## src/rtl/gcd_result_display_pkg.sv

```systemverilog
// Shared types and constants for the GCD result display path.
// Purely declarative: no logic or state.
package gcd_pkg;

  localparam int GCD_WIDTH = 32;

  localparam logic [6:0] SEG_BLANK = 7'h7F;

  typedef enum logic [1:0] {
    IDLE,
    CONV,
    DONE
  } state_t;

  // Active-low {g,f,e,d,c,b,a}; anything that is not a BCD digit shows blank.
  function automatic logic [6:0] seg7_decode(input logic [3:0] digit);
    logic [6:0] pattern;
    case (digit)
      4'd0:    pattern = 7'h40;
      4'd1:    pattern = 7'h79;
      4'd2:    pattern = 7'h24;
      4'd3:    pattern = 7'h30;
      4'd4:    pattern = 7'h19;
      4'd5:    pattern = 7'h12;
      4'd6:    pattern = 7'h02;
      4'd7:    pattern = 7'h78;
      4'd8:    pattern = 7'h00;
      4'd9:    pattern = 7'h10;
      default: pattern = SEG_BLANK;
    endcase
    return pattern;
  endfunction

endpackage

```

## src/rtl/gcd_result_display_bcd_scan_driver.sv

```systemverilog
// Time-multiplexed 7-segment scan of a BCD word with leading-zero blanking.
// an/seg are registered one cycle behind the scan index; free-running, no flow control.
module bcd_scan_driver
  import gcd_pkg::*;
#(
  parameter int DIGITS   = 10,
  parameter int DISP     = 8,
  parameter int SCAN_DIV = 100000
) (
  input  logic                  clk,
  input  logic                  clr,
  input  logic [4*DIGITS-1:0]   bcd,
  output logic [DISP-1:0]       an,
  output logic [6:0]            seg
);

  localparam int CW = (SCAN_DIV > 1) ? $clog2(SCAN_DIV) : 1;
  localparam int IW = (DISP > 1) ? $clog2(DISP) : 1;

  logic [CW-1:0]     scan_cnt;
  logic [IW-1:0]     scan_idx;
  logic              scan_wrap;
  logic [DIGITS-1:0] blank;
  logic              upper_zero;
  logic [3:0]        digit_sel;
  logic [6:0]        seg_nxt;
  logic [DISP-1:0]   an_nxt;

  assign scan_wrap = (scan_cnt == CW'(SCAN_DIV - 1));

  always_ff @(posedge clk) begin
    if (clr) begin
      scan_cnt <= '0;
      scan_idx <= '0;
    end else if (scan_wrap) begin
      scan_cnt <= '0;
      scan_idx <= (scan_idx == IW'(DISP - 1)) ? '0 : scan_idx + IW'(1);
    end else begin
      scan_cnt <= scan_cnt + CW'(1);
    end
  end

  // A digit is blank when it and everything above it is zero; digit 0 always shows.
  always_comb begin
    blank      = '0;
    upper_zero = 1'b1;
    for (int i = DIGITS - 1; i >= 0; i--) begin
      upper_zero = upper_zero & (bcd[4*i +: 4] == 4'd0);
      blank[i]   = upper_zero && (i > 0);
    end
  end

  always_comb begin
    digit_sel = bcd[4*int'(scan_idx) +: 4];
    seg_nxt   = blank[scan_idx] ? SEG_BLANK : seg7_decode(digit_sel);
    an_nxt    = ~(DISP'(1) << scan_idx);
  end

  always_ff @(posedge clk) begin
    if (clr) begin
      an  <= '1;
      seg <= SEG_BLANK;
    end else begin
      an  <= an_nxt;
      seg <= seg_nxt;
    end
  end

endmodule

```

## src/rtl/gcd_result_display.sv

```systemverilog
// Converts each new GCD result to BCD by sequential double-dabble and scans it onto a 7-seg display.
// Result valid WIDTH+1 cycles after the trigger edge; triggers arriving outside IDLE are dropped.
module gcd_result_display
  import gcd_pkg::*;
#(
  parameter int WIDTH    = GCD_WIDTH,
  parameter int DIGITS   = 10,
  parameter int DISP     = 8,
  parameter int SCAN_DIV = 100000
) (
  input  logic                  clk,
  input  logic                  clr,
  input  logic [WIDTH-1:0]      gcd_in,
  input  logic                  stop_in,
  output logic [4*DIGITS-1:0]   bcd_out,
  output logic                  bcd_valid,
  output logic                  busy,
  output logic                  ovf,
  output logic [DISP-1:0]       an,
  output logic [6:0]            seg
);

  localparam int BW   = 4 * DIGITS;
  localparam int CNTW = (WIDTH > 1) ? $clog2(WIDTH) : 1;

  // ceil(WIDTH*log10(2)) with log10(2) ~= 0.30103
  if (DIGITS < (WIDTH * 30103 + 99999) / 100000) begin : g_chk_digits
    $fatal(1, "gcd_result_display: DIGITS too small for WIDTH");
  end
  if (DISP > DIGITS || DISP < 1) begin : g_chk_disp
    $fatal(1, "gcd_result_display: DISP must be in 1..DIGITS");
  end
  if (SCAN_DIV < 1) begin : g_chk_scan
    $fatal(1, "gcd_result_display: SCAN_DIV must be >= 1");
  end

  state_t            state, state_nxt;
  logic              stop_d;
  logic              start;
  logic              load;
  logic              last_iter;
  logic [WIDTH-1:0]  shift_q, shift_step;
  logic [BW-1:0]     acc_q, acc_adj, acc_step;
  logic [CNTW-1:0]   cnt_q;
  logic              ovf_nxt;

  assign start     = stop_in & ~stop_d;
  assign last_iter = (cnt_q == CNTW'(WIDTH - 1));

  // One double-dabble step: correct digits >= 5, then shift {acc,shift} left.
  always_comb begin
    acc_adj = acc_q;
    for (int i = 0; i < DIGITS; i++) begin
      if (acc_q[4*i +: 4] >= 4'd5) acc_adj[4*i +: 4] = acc_q[4*i +: 4] + 4'd3;
    end
    acc_step   = {acc_adj[BW-2:0], shift_q[WIDTH-1]};
    shift_step = {shift_q[WIDTH-2:0], 1'b0};
  end

  always_comb begin
    ovf_nxt = 1'b0;
    for (int i = DISP; i < DIGITS; i++) begin
      if (acc_step[4*i +: 4] != 4'd0) ovf_nxt = 1'b1;
    end
  end

  always_comb begin
    state_nxt = state;
    load      = 1'b0;
    case (state)
      IDLE: begin
        if (start) begin
          state_nxt = CONV;
          load      = 1'b1;
        end
      end
      CONV:    if (last_iter) state_nxt = DONE;
      DONE:    state_nxt = IDLE;
      default: state_nxt = IDLE;
    endcase
  end

  always_ff @(posedge clk) begin
    if (clr) state <= IDLE;
    else     state <= state_nxt;
  end

  always_ff @(posedge clk) begin
    if (clr) begin
      stop_d    <= 1'b0;
      shift_q   <= '0;
      acc_q     <= '0;
      cnt_q     <= '0;
      bcd_out   <= '0;
      bcd_valid <= 1'b0;
      busy      <= 1'b0;
      ovf       <= 1'b0;
    end else begin
      stop_d    <= stop_in;
      bcd_valid <= 1'b0;
      if (load) begin
        shift_q <= gcd_in;
        acc_q   <= '0;
        cnt_q   <= '0;
        busy    <= 1'b1;
      end else if (state == CONV) begin
        shift_q <= shift_step;
        acc_q   <= acc_step;
        cnt_q   <= cnt_q + CNTW'(1);
        if (last_iter) begin
          bcd_out   <= acc_step;
          ovf       <= ovf_nxt;
          bcd_valid <= 1'b1;
          busy      <= 1'b0;
        end
      end
    end
  end

  bcd_scan_driver #(
    .DIGITS   (DIGITS),
    .DISP     (DISP),
    .SCAN_DIV (SCAN_DIV)
  ) u_scan (
    .clk (clk),
    .clr (clr),
    .bcd (bcd_out),
    .an  (an),
    .seg (seg)
  );

endmodule
```

## config.mk

```make
export PLATFORM = sky130hd
export DESIGN_NAME = gcd_result_display
export DESIGN_NICKNAME = d
export VERILOG_FILES = /design/src/rtl/gcd_result_display_pkg.sv /design/src/rtl/gcd_result_display_bcd_scan_driver.sv /design/src/rtl/gcd_result_display.sv
export SDC_FILE = /design/constraint.sdc
export NUM_CORES = 1
export LEC_CHECK = 0
export BUFFER_PORTS_ARGS = -buffer_cell sky130_fd_sc_hd__buf_2
export CAP_MARGIN = 20
export CORE_MARGIN = 4
export CORE_UTILIZATION = 40
export CTS_CLUSTER_DIAMETER = 100
export DETAILED_ROUTE_END_ITERATION = 8
export HOLD_SLACK_MARGIN = 0.08
export PLACE_DENSITY = 0.68
export SLEW_MARGIN = 25
export SYNTH_ARGS = -nofsm -noshare
export SYNTH_HDL_FRONTEND = slang
export SYNTH_SLANG_ARGS = --single-unit
export TNS_END_PERCENT = 10
```

## constraint.sdc

```tcl
create_clock -name clk -period 6.8 [get_ports clk]
set_input_delay 0.34 -clock clk [delete_from_list [all_inputs] [get_ports clk]]
set_output_delay 0.34 -clock clk [all_outputs]
set_load 0.01 [all_outputs]
```

## Word-level counts from Yosys, hierarchy flattened

Memories as Yosys holds them, arrays and structs flattened. A register that Yosys moved wholly into a read port is not among the register bits.
Index checks and enable logic that the tools add are counted.

| storage, ports and cells | value |
|---|---|
| memories | 1 |
| bits in registers | 151 |
| output and inout port bits | 58 |
| input bits | 35 |
| bits in read-only memories | 112 |
| logic and storage cells | 105 |

| cells by class | value |
|---|---|
| add/sub/neg operators | 13 |
| eq/ne operators | 6 |
| shifts and indexed selects | 2 |
| $lt $le $gt $ge | 11 |
| multiplexer cells | 26 |
| bitwise logic cells | 13 |
| reductions and logical operators | 21 |

Memory list:

| name | words | bits a word | read ports | clocked after memory_dff | wr ports | line | RTL |
|---|---|---|---|---|---|---|---|
| (name not given) | 16 | 7 | 1 | 1 | 0 | gcd_result_display_pkg.sv:18 | `case (digit)` |

Operator list:

| cell | number |
|---|---|
| $mux 32 | 2 |
| $ge 4x3->1 const B | 10 |
| $shiftx 40x6->4 | 1 |
| $add 4x2->4 const B | 9 |
| $logic_not 4->1 | 9 |
| $mux 4 | 9 |
| $add 17x1->17 const B | 1 |
| $eq 17x17->1 const B | 1 |
| $and 1x1->1 | 9 |
| $mux 1 | 9 |
| $not 8->8 | 1 |
| $reduce_bool 4->1 | 2 |
| $shl 1x3->8 const A | 1 |
| $mux 3 | 2 |
| $reduce_or 2->1 | 3 |
| $add 5x1->5 const B | 1 |
| $eq 5x5->1 const B | 1 |
| $lt 3x5->1 const B | 1 |
| $mux 2 | 2 |
| $ne 2x2->1 const B | 2 |
| $pmux 2 s2 | 1 |
| $reduce_and 2->1 | 2 |
| $reduce_bool 2->1 | 2 |
| $add 3x1->3 const B | 1 |
| 8 further kinds | 10 |

## Depth between registers and ports, before layout

Gate-level depths: netlist of the first run.

| logic depth | value |
|---|---|
| depth in word-level cells | 12 |
| depth in mapped cells | 10 |
| depth with buffers taken out | 8 |

## Hierarchy

A second synthesis of the first run with hierarchy kept.

| second synthesis, totals | value |
|---|---|
| cells, all modules | 849 |
| area, all modules | 7263.2 sq um |

By module, submodules not included:

| module | cells each | area an instance (sq um) | sequential area each (sq um) | instances |
|---|---|---|---|---|
| gcd_result_display | 653 | 5386.4 | 2462.4 | 1 |
| bcd_scan_driver | 196 | 1876.8 | 700.7 | 1 |

## Worst setup path before layout of the first run

Ideal clock, no wire load.

| timing path | value |
|---|---|
| path kind | reg2reg |
| from | reg u_scan.scan_idx[1] |
| to | reg u_scan.seg[0] |
| setup time | 0.136 ns |
| cell stages (with the launch flop) | 11 |
| period minus slack after synthesis | 2.132 ns |
| arrival | 1.996 ns |
| path buffers | 2 |
| slack | 4.668 ns |
| data required time | 6.664 ns |
| cell sequence | dfxtp_1 > buf_6 > buf_6 > mux4_2 > mux2i_1 > inv_1 > ha_1 > inv_1 > mux2i_1 > o22ai_1 > nand3b_1 |

| between the ends | value |
|---|---|
| cells in the longest elaborated chain, start to end | 3 |
| elaborated cells between the ends (all ways) | 4 |
| classes of those cells | 1 x shift; 2 x mux; 1 x reduce/logical |

Ends and longest elaborated chain:

| what | line | RTL |
|---|---|---|
| start: declaration | gcd_result_display_bcd_scan_driver.sv:21 | `logic [IW-1:0] scan_idx;` |
| start signal: assignment | gcd_result_display_bcd_scan_driver.sv:37 | `scan_idx <= (scan_idx == IW'(DISP - 1)) ? '0 : scan_idx + IW'(1);` |
| branches (longest 3 deep; another with $shiftx 40x6->4) | -- |  |
| end: declaration | gcd_result_display_bcd_scan_driver.sv:14 | `output logic [6:0] seg` |

Parallel ways; which one is timed is not known. The select of a mux whose other input is x is not followed.
A chain may end at the register's enable or synchronous reset.

## Worst setup path after layout of the first run

| timing path | value |
|---|---|
| from | reg state[0] |
| to | reg ovf |

| between the ends | value |
|---|---|
| cells in the longest elaborated chain, start to end | 4 |
| elaborated cells between the ends (all ways) | 5 |
| classes of those cells | 1 x eq/ne; 1 x mux; 1 x bitwise; 2 x reduce/logical |

Ends and longest elaborated chain:

| what | line | RTL |
|---|---|---|
| start: declaration | gcd_result_display.sv:37 | `state_t state, state_nxt;` |
| start signal: assignment | gcd_result_display.sv:85 | `else state <= state_nxt;` |
| $logic_not 2->1 | gcd_result_display.sv:70 | `case (state)` |
| $mux 1 | gcd_result_display.sv:70 |  |
| $not 1->1 (no source line) | -- |  |
| $reduce_and 3->1 (no source line) * | -- |  |
| end signal: assignment | gcd_result_display.sv:112 | `ovf <= ovf_nxt;` |
| end: declaration | gcd_result_display.sv:18 | `output logic ovf,` |

Mark *: on every way between the ends. The rest lies on a longest branch, timed or not.

==> impl_metrics.yaml, run 1 <==
outcome:
  run_status: "completed"
sta:
  final.min_clock_period_ns: 3.03
  hold-worst-slack_ns: 0.166
  clock-skew-final_ns: 0.00815
  maxSlewViolCount: 0
  fin_crit_sh_pct: 44.6
  timing.final.setup_violations: 0
  max_freq_mhz: 330
  maxSlewHeadroom_pct: 35.3
  grt_setup_unrepaired: "false"
  timing.final.hold_violations: 0
  tns_ns: 0
  setup_slack_ns: 3.77
  worst-slew-pin-transition_ns: 0.971
routing:
  post_drt_via_cell_ratio: 5.17
  postRouteAntennaNets: 0
  finalWirelength_um: 16600
  drc: 0
  initialDrtViolationCount: 367
  drt-pass1-iter-count: 5
  routed_wire_length_per_instance_um: 14.4
  detailroute.via_count: 5945
floorplan:
  placement_rows: 48
  floorplan_die_area_sq_mm: 0.0202
  die_w_um: 142
  start_util_pct: 41.1
  io_pins: 93
  chipHeight_um: 142
  coreArea_sq_mm: 0.0175
logic_synthesis:
  yosysWarnings: 0
  proportion_of_register_bits_with_asynchronous_set_or_reset_after_synthesis_pct: 0
  synth.cell_area_sq_mm: 0.00718
  syn-num-nets: 913
  post_synth_inst_count: 844
  yosys.cell_types.count: 37
  synth_ff_type: "sky130_fd_sc_hd__dfxtp_1"
  synth_edf_count: 0
  synthesized_area_divided_by_synthesized_cell_count_sq_um: 8.51
  yosysSeqAreaShare_pct: 44.0
  synth_seq_cells: 158
clocking:
  clk_root_buffer_cell: "sky130_fd_sc_hd__clkbuf_16"
  cts_max_level: 4
  cts.path.max_buffers: 2
  cts_resized: 0
  cts_tree: "done"
  cts_hold_repair.buffers: 0
  cts_setup_buffers: 0
  worst_skew_pair.late_latency_ns: 0.42
  sink_count: 158
  clk_pin_slew_ns: 0.06
  cts_buf_count: 17
power_and_ir_drop:
  p_comb_share_pct: 6.0
  report.power.total_w: 0.00216
  vdd.ir_drop.worst_v: 0.000157
  switching_share_of_power_pct: 21.6
  power_report.internal_total_w: 0.00169
  total_switching_power_w: 0.000465
  leakage_nw: 3.22
  power.sequential.fraction_pct: 44.7
  power_density_mw_per_mm2: 255
  power_frac_clock_pct: 49.3
setup_path:
  ff2ff_setup_slack_ns: 3.77
  setup.worst_path.end_class: "flop"
  critical_path_class: "reg2reg"
  arrival_ns: 3.36
  worst-endpoint-required_ns: 7.12
  ff2ff_path_depth: 5
  crit_fanout: 56
  rr_endpoint: "ovf$_SDFFE_PP0P_"
  critPathLaunchType: "flop"
  crit_path_start: "state[0]$_SDFFE_PP0P_"
  worst_r2r_startpoint: "state[0]$_SDFFE_PP0P_"
grt:
  maximum_number_of_pins_on_one_net_before_global_route_repair: 76
  grt_pass1_wl_um: 27400
  gr-usage-all-layers_pct: 16.6
  initial_antenna_violation_count: 0
  overflow: 0
  first_global_vias: 5547
worst_hold_path:
  worstHoldPathCells: 3
  worst_hold_path.endpoint: "shift_q[0]$_SDFFE_PP0P_"
  min_from: "gcd_in[0]"
  worstHoldPathType: "in2reg"
run:
  max_cap_violations: 0
finish:
  antenna_cells: 0
  synthToLayoutAreaGrowth_pct: 17.5
  fill_cells: 1664
  drive_gt1_share_pct: 15.7
  post_layout_net_count: 980
placed_design:
  place_congestion: 0.854
  placement.io_buffers: 92
  dp_hpwl_um: 11400
  pre_cts_ws_ns: 3.78
Yosys cell counts, types with 17 or more instances:
library cell               instances  area (sq um)
sky130_fd_sc_hd__nor2_1           79           297
sky130_fd_sc_hd__ha_1             34           425
sky130_fd_sc_hd__o21ai_0          18          90.1
sky130_fd_sc_hd__clkbuf_1         36           135
sky130_fd_sc_hd__a211oi_1         31           233
sky130_fd_sc_hd__xnor2_1          17           149
sky130_fd_sc_hd__a22oi_1          31           233
sky130_fd_sc_hd__a21oi_1         110           551
sky130_fd_sc_hd__inv_1            27           101
sky130_fd_sc_hd__dfxtp_1         158          3160
sky130_fd_sc_hd__nand2_1         137           514
sky130_fd_sc_hd__nor3b_1          19           143
cell type report:
class | count | area [sq um] | area share, %
multi-input cells | 606 | 3720 | 44.1
well taps | 225 | 282 | 3.33
repair buffers | 98 | 505 | 5.99
clock buffers | 21 | 450 | 5.33
flip-flops and latches | 158 | 3160 | 37.5
clock inverters | 11 | 211 | 2.50
inverters | 30 | 113 | 1.33
sequential cells by signal (all words and copies together) (netlist names):
| register | count |
|---|---|
| state | 2 |
| u_scan.seg | 7 |
| acc_q | 40 |
| busy | 1 |
| u_scan.an | 8 |
| bcd_valid | 1 |
| cnt_q | 5 |
| u_scan.scan_cnt | 17 |
| shift_q | 32 |
| bcd_out | 40 |
| u_scan.scan_idx | 3 |
| stop_d | 1 |
| ovf | 1 |
worst max-delay path, cell delays in order, from the launching register on:
cell and delay, ns:
sky130_fd_sc_hd__dfxtp_1 0.39, sky130_fd_sc_hd__nor2b_4 0.68, sky130_fd_sc_hd__buf_4 0.62, sky130_fd_sc_hd__and2_2 0.89, sky130_fd_sc_hd__nor2_1 0.08, sky130_fd_sc_hd__a211oi_1 0.25
metal layers:
metal  up-vias  GRT usage, %  share of wire [%]
met5         -             0                  0
met4         0          6.52                2.6
met3        29          3.83                3.1
li1       3064             -                  -
met2        90          27.7                 49
met1      2762          20.9                 46
worst max-delay path by stage:
| stage | cells after the start | end |
|---|---|---|
| 6_report | 5 | ovf$_SDFFE_PP0P_ |
| 5_1_grt | 5 | bcd_out[20]$_SDFFE_PP0P_ |
| 4_1_cts | 5 | ovf$_SDFFE_PP0P_ |
| 3_5_place_dp | 5 | ovf$_SDFFE_PP0P_ |
| 3_3_place_gp | 5 | ovf$_SDFFE_PP0P_ |
| 2_1_floorplan | 10 | u_scan.seg[0]$_SDFF_PP1_ |
cell usage in the layout (no fill, tap or decap), types with 5 or more instances in the layout:
cell type                     n
sky130_fd_sc_hd__nand3b_1     7
sky130_fd_sc_hd__nand3_1     16
sky130_fd_sc_hd__a22oi_1     31
sky130_fd_sc_hd__clkbuf_16   17
sky130_fd_sc_hd__o22ai_1      5
sky130_fd_sc_hd__inv_1       27
sky130_fd_sc_hd__o21ai_1      5
sky130_fd_sc_hd__nand2b_1    13
sky130_fd_sc_hd__nor3_1      13
sky130_fd_sc_hd__buf_2       92
sky130_fd_sc_hd__dfxtp_1    158
sky130_fd_sc_hd__nand4_1      5
sky130_fd_sc_hd__buf_4        6
sky130_fd_sc_hd__nand2_1    137
sky130_fd_sc_hd__a21oi_1    110
sky130_fd_sc_hd__nor4_1      12
sky130_fd_sc_hd__xor2_1      12
sky130_fd_sc_hd__nor2_1      78
sky130_fd_sc_hd__bufinv_16    6
sky130_fd_sc_hd__ha_1        34
sky130_fd_sc_hd__mux4_2       8
sky130_fd_sc_hd__xnor2_1     17
sky130_fd_sc_hd__a211oi_1    31
sky130_fd_sc_hd__nor3b_1     19
sky130_fd_sc_hd__mux2i_1     16
sky130_fd_sc_hd__o21ai_0     18
per-stage QoR:
step / utilization [%] / instances / area (sq um)
after floorplan: - / 844 / 7180
after global placement: 44.5 / 1117 / 7780
after detailed placement: 44.5 / 1117 / 7780
after CTS: 48.3 / 1149 / 8440
after global routing: 48.3 / 1149 / 8440
final: 48.3 / 1149 / 8440
power groups by stage:
stage / clock network [W] / registers, W / logic [W]
2_1_floorplan: 0 / 0.000982 / 0.0000925
3_3_place_gp: 0 / 0.000984 / 0.000127
3_5_place_dp: 0 / 0.000985 / 0.000129
4_1_cts: 0.00109 / 0.000964 / 0.000129
5_1_grt: 0.00113 / 0.000967 / 0.000146
6_report: 0.00106 / 0.000965 / 0.000128
kinds of logic (layout without fill, tap and decap cells):
kind of cell | after synthesis | count (layout) | share of synthesized area, %
AO/OA/AOI/OAI | 201 | 201 | 16.3
XOR/XNOR | 29 | 29 | 3.54
adder cells (fa/ha/maj) | 34 | 34 | 5.92
buffers and inverters | 80 | 160 | 4.55
flip-flops | 158 | 158 | 44.0
multiplexers | 27 | 27 | 5.57
AND/OR/NAND/NOR | 315 | 315 | 20.1
Power figures use the tool's default switching activity.
==> inputs of run 2 (changes only) <==
==> constraint.sdc (replaced) <==
create_clock -name clk -period 3.1 [get_ports clk]
set_input_delay 0.155 -clock clk [delete_from_list [all_inputs] [get_ports clk]]
set_output_delay 0.155 -clock clk [all_outputs]
set_load 0.01 [all_outputs]
==> impl_metrics.yaml, run 2 (synthesized netlist as in run 1, its figures left out) <==
setup_path:
  worst-endpoint-required_ns: 3.38
  critical_path_class: "reg2reg"
  rr_endpoint: "u_scan.seg[3]$_SDFF_PP1_"
  setup.worst_path.end_class: "flop"
  crit_path_max_incr_delay_ns: 0.79
  ff2ff_path_depth: 8
  arrival_ns: 2.84
  crit_path_start: "u_scan.scan_idx[1]$_SDFFE_PP0P_"
  crit_slowest_cell: "sky130_fd_sc_hd__dfxtp_1"
  crit_fanout: 16
  ff2ff_setup_slack_ns: 0.53
  worst_path_cell_trace: "mux4_2 > mux2i_1 > inv_1 > ha_1 > inv_1 > mux2i_1 > o22ai_1 > nand3b_1"
  worst_r2r_startpoint: "u_scan.scan_idx[1]$_SDFFE_PP0P_"
  critPathLaunchType: "flop"
grt:
  first_global_vias: 5835
  grt_pass1_wl_um: 29400
  initial_antenna_violation_count: 0
  gr-usage-all-layers_pct: 17.8
  overflow: 0
  maximum_number_of_pins_on_one_net_before_global_route_repair: 52
placed_design:
  placement.io_buffers: 92
  dp_hpwl_um: 11900
  cell_total_after_placement: 1123
  place_congestion: 0.842
sta:
  maxSlewViolCount: 0
  tns_ns: 0
  worst-slew-pin-transition_ns: 0.730
  grt_setup_unrepaired: "false"
  max_freq_mhz: 390
  maxSlewHeadroom_pct: 51.3
  timing.final.hold_violations: 0
  clock-skew-final_ns: 0.00599
  hold-worst-slack_ns: 0.195
  timing.final.setup_violations: 0
  final.min_clock_period_ns: 2.57
  fin_crit_sh_pct: 82.8
clocking:
  cts.path.max_buffers: 2
  cts_max_level: 4
  worst_skew_pair.late_latency_ns: 0.42
  clk_pin_slew_ns: 0.06
  cts_resized: 0
  cts_setup_buffers: 0
  cts_hold_repair.buffers: 33
  cts_tree: "done"
  cts_buf_count: 17
  clk_root_buffer_cell: "sky130_fd_sc_hd__clkbuf_16"
  sink_count: 158
routing:
  initialDrtViolationCount: 392
  finalWirelength_um: 17600
  postRouteAntennaNets: 0
  drt-pass1-iter-count: 5
  detailroute.via_count: 6163
  routed_wire_length_per_instance_um: 14.8
  drc: 0
  post_drt_via_cell_ratio: 5.19
finish:
  top_regs: "acc_q (40), bcd_out (40), shift_q (32)"
  post_layout_net_count: 1019
  finalCoreUtilization_pct: 49.9
  fill_cells: 1659
  synthToLayoutAreaGrowth_pct: 21.4
  final-instance-count-excl-fill: 1188
  commonest_cells_after_routing_fill_and_taps_aside: "158 x sky130_fd_sc_hd__dfxtp_1, 137 x sky130_fd_sc_hd__nand2_1, 110 x sky130_fd_sc_hd__a21oi_1"
  drive_gt1_share_pct: 15.5
  layout_commonest_cell: "sky130_fd_sc_hd__dfxtp_1"
power_and_ir_drop:
  vdd.ir_drop.worst_v: 0.000406
  power_density_mw_per_mm2: 505
  leakage_nw: 3.35
floorplan:
  floorplan_die_area_sq_mm: 0.0202
  chipHeight_um: 142
  start_util_pct: 41.1
  die_w_um: 142
  coreArea_sq_mm: 0.0175
  io_pins: 93
  placement_rows: 48
worst_hold_path:
  worst_hold_path.endpoint: "shift_q[0]$_SDFFE_PP0P_"
  min_from: "clr"
  worstHoldPathType: "in2reg"
  worstHoldPathCells: 2
run:
  max_cap_violations: 0
outcome:
  run_status: "completed"
[run 2: changes by cell type in the layout (fill, tap and decap cells not counted), moves of 3 or more]
cell,previous run,this run
sky130_fd_sc_hd__clkbuf_8,1,4
sky130_fd_sc_hd__dlygate4sd3_1,0,33
sky130_fd_sc_hd__buf_4,6,11
sky130_fd_sc_hd__bufinv_16,6,1
[run 2: power by group]
part / total (W) / leakage (nW) / switching, W / internal (W)
Combinational: 0.000322 / 1.79 / 0.000190 / 0.000132
Sequential: 0.00212 / 1.28 / 0.0000351 / 0.00208
Clock: 0.00197 / 0.277 / 0.000787 / 0.00118
[run 2: per-layer routing]
| metal | GRT usage [%] | share of wire (%) | vias up |
|---|---|---|---|
| li1 | - | - | 3139 |
| met1 | 22.6 | 45 | 2880 |
| met2 | 29.2 | 48 | 107 |
| met3 | 3.60 | 3.5 | 37 |
| met4 | 8.54 | 3.2 | 0 |
| met5 | 0 | 0 | - |
[run 2: cell type report]
cell class                 count  area [sq um]  share of cell area [%]
multi-input combinational    606          3710                    42.6
clock inverter                 6          58.8                   0.674
sequential                   158          3160                    36.3
clock buffer                  25           495                    5.68
tap                          225           282                    3.23
antenna                        1          2.50                  0.0287
inverter                      30           113                    1.29
timing repair buffer         137           893                    10.2
[run 2: critical path, delay by kind of cell (launching register included)]
| family | cells | cell delay [ns] |
|---|---|---|
| compound gates | 1 | 0.15 |
| fa+ha+maj | 1 | 0.20 |
| mux | 3 | 1.04 |
| buf+inv | 2 | 0.17 |
| simple gates | 1 | 0.09 |
| flops | 1 | 0.79 |
[run 2: worst max-delay path by stage]
stage	endpoint	slack (ns)	depth (start not counted)
2_1_floorplan	u_scan.seg[3]$_SDFF_PP1_	0.97	10
6_report	u_scan.seg[3]$_SDFF_PP1_	0.53	8
3_3_place_gp	u_scan.seg[3]$_SDFF_PP1_	0.60	8
5_1_grt	u_scan.seg[3]$_SDFF_PP1_	0.19	8
4_1_cts	u_scan.seg[3]$_SDFF_PP1_	0.51	8
3_5_place_dp	u_scan.seg[3]$_SDFF_PP1_	0.51	8
[run 2: through the flow]
| step | total power, W | setup WS, ns | instance area [sq um] |
|---|---|---|---|
| 6_report | 0.00441 | 0.533 | 8720 |
| 5_1_grt | 0.00459 | 0.193 | 8720 |
| 4_1_cts | 0.00445 | 0.510 | 8720 |
| 3_5_place_dp | 0.00245 | 0.513 | 7840 |
| 3_3_place_gp | 0.00244 | 0.598 | 7840 |
| 2_1_floorplan | 0.00236 | 0.968 | 7180 |
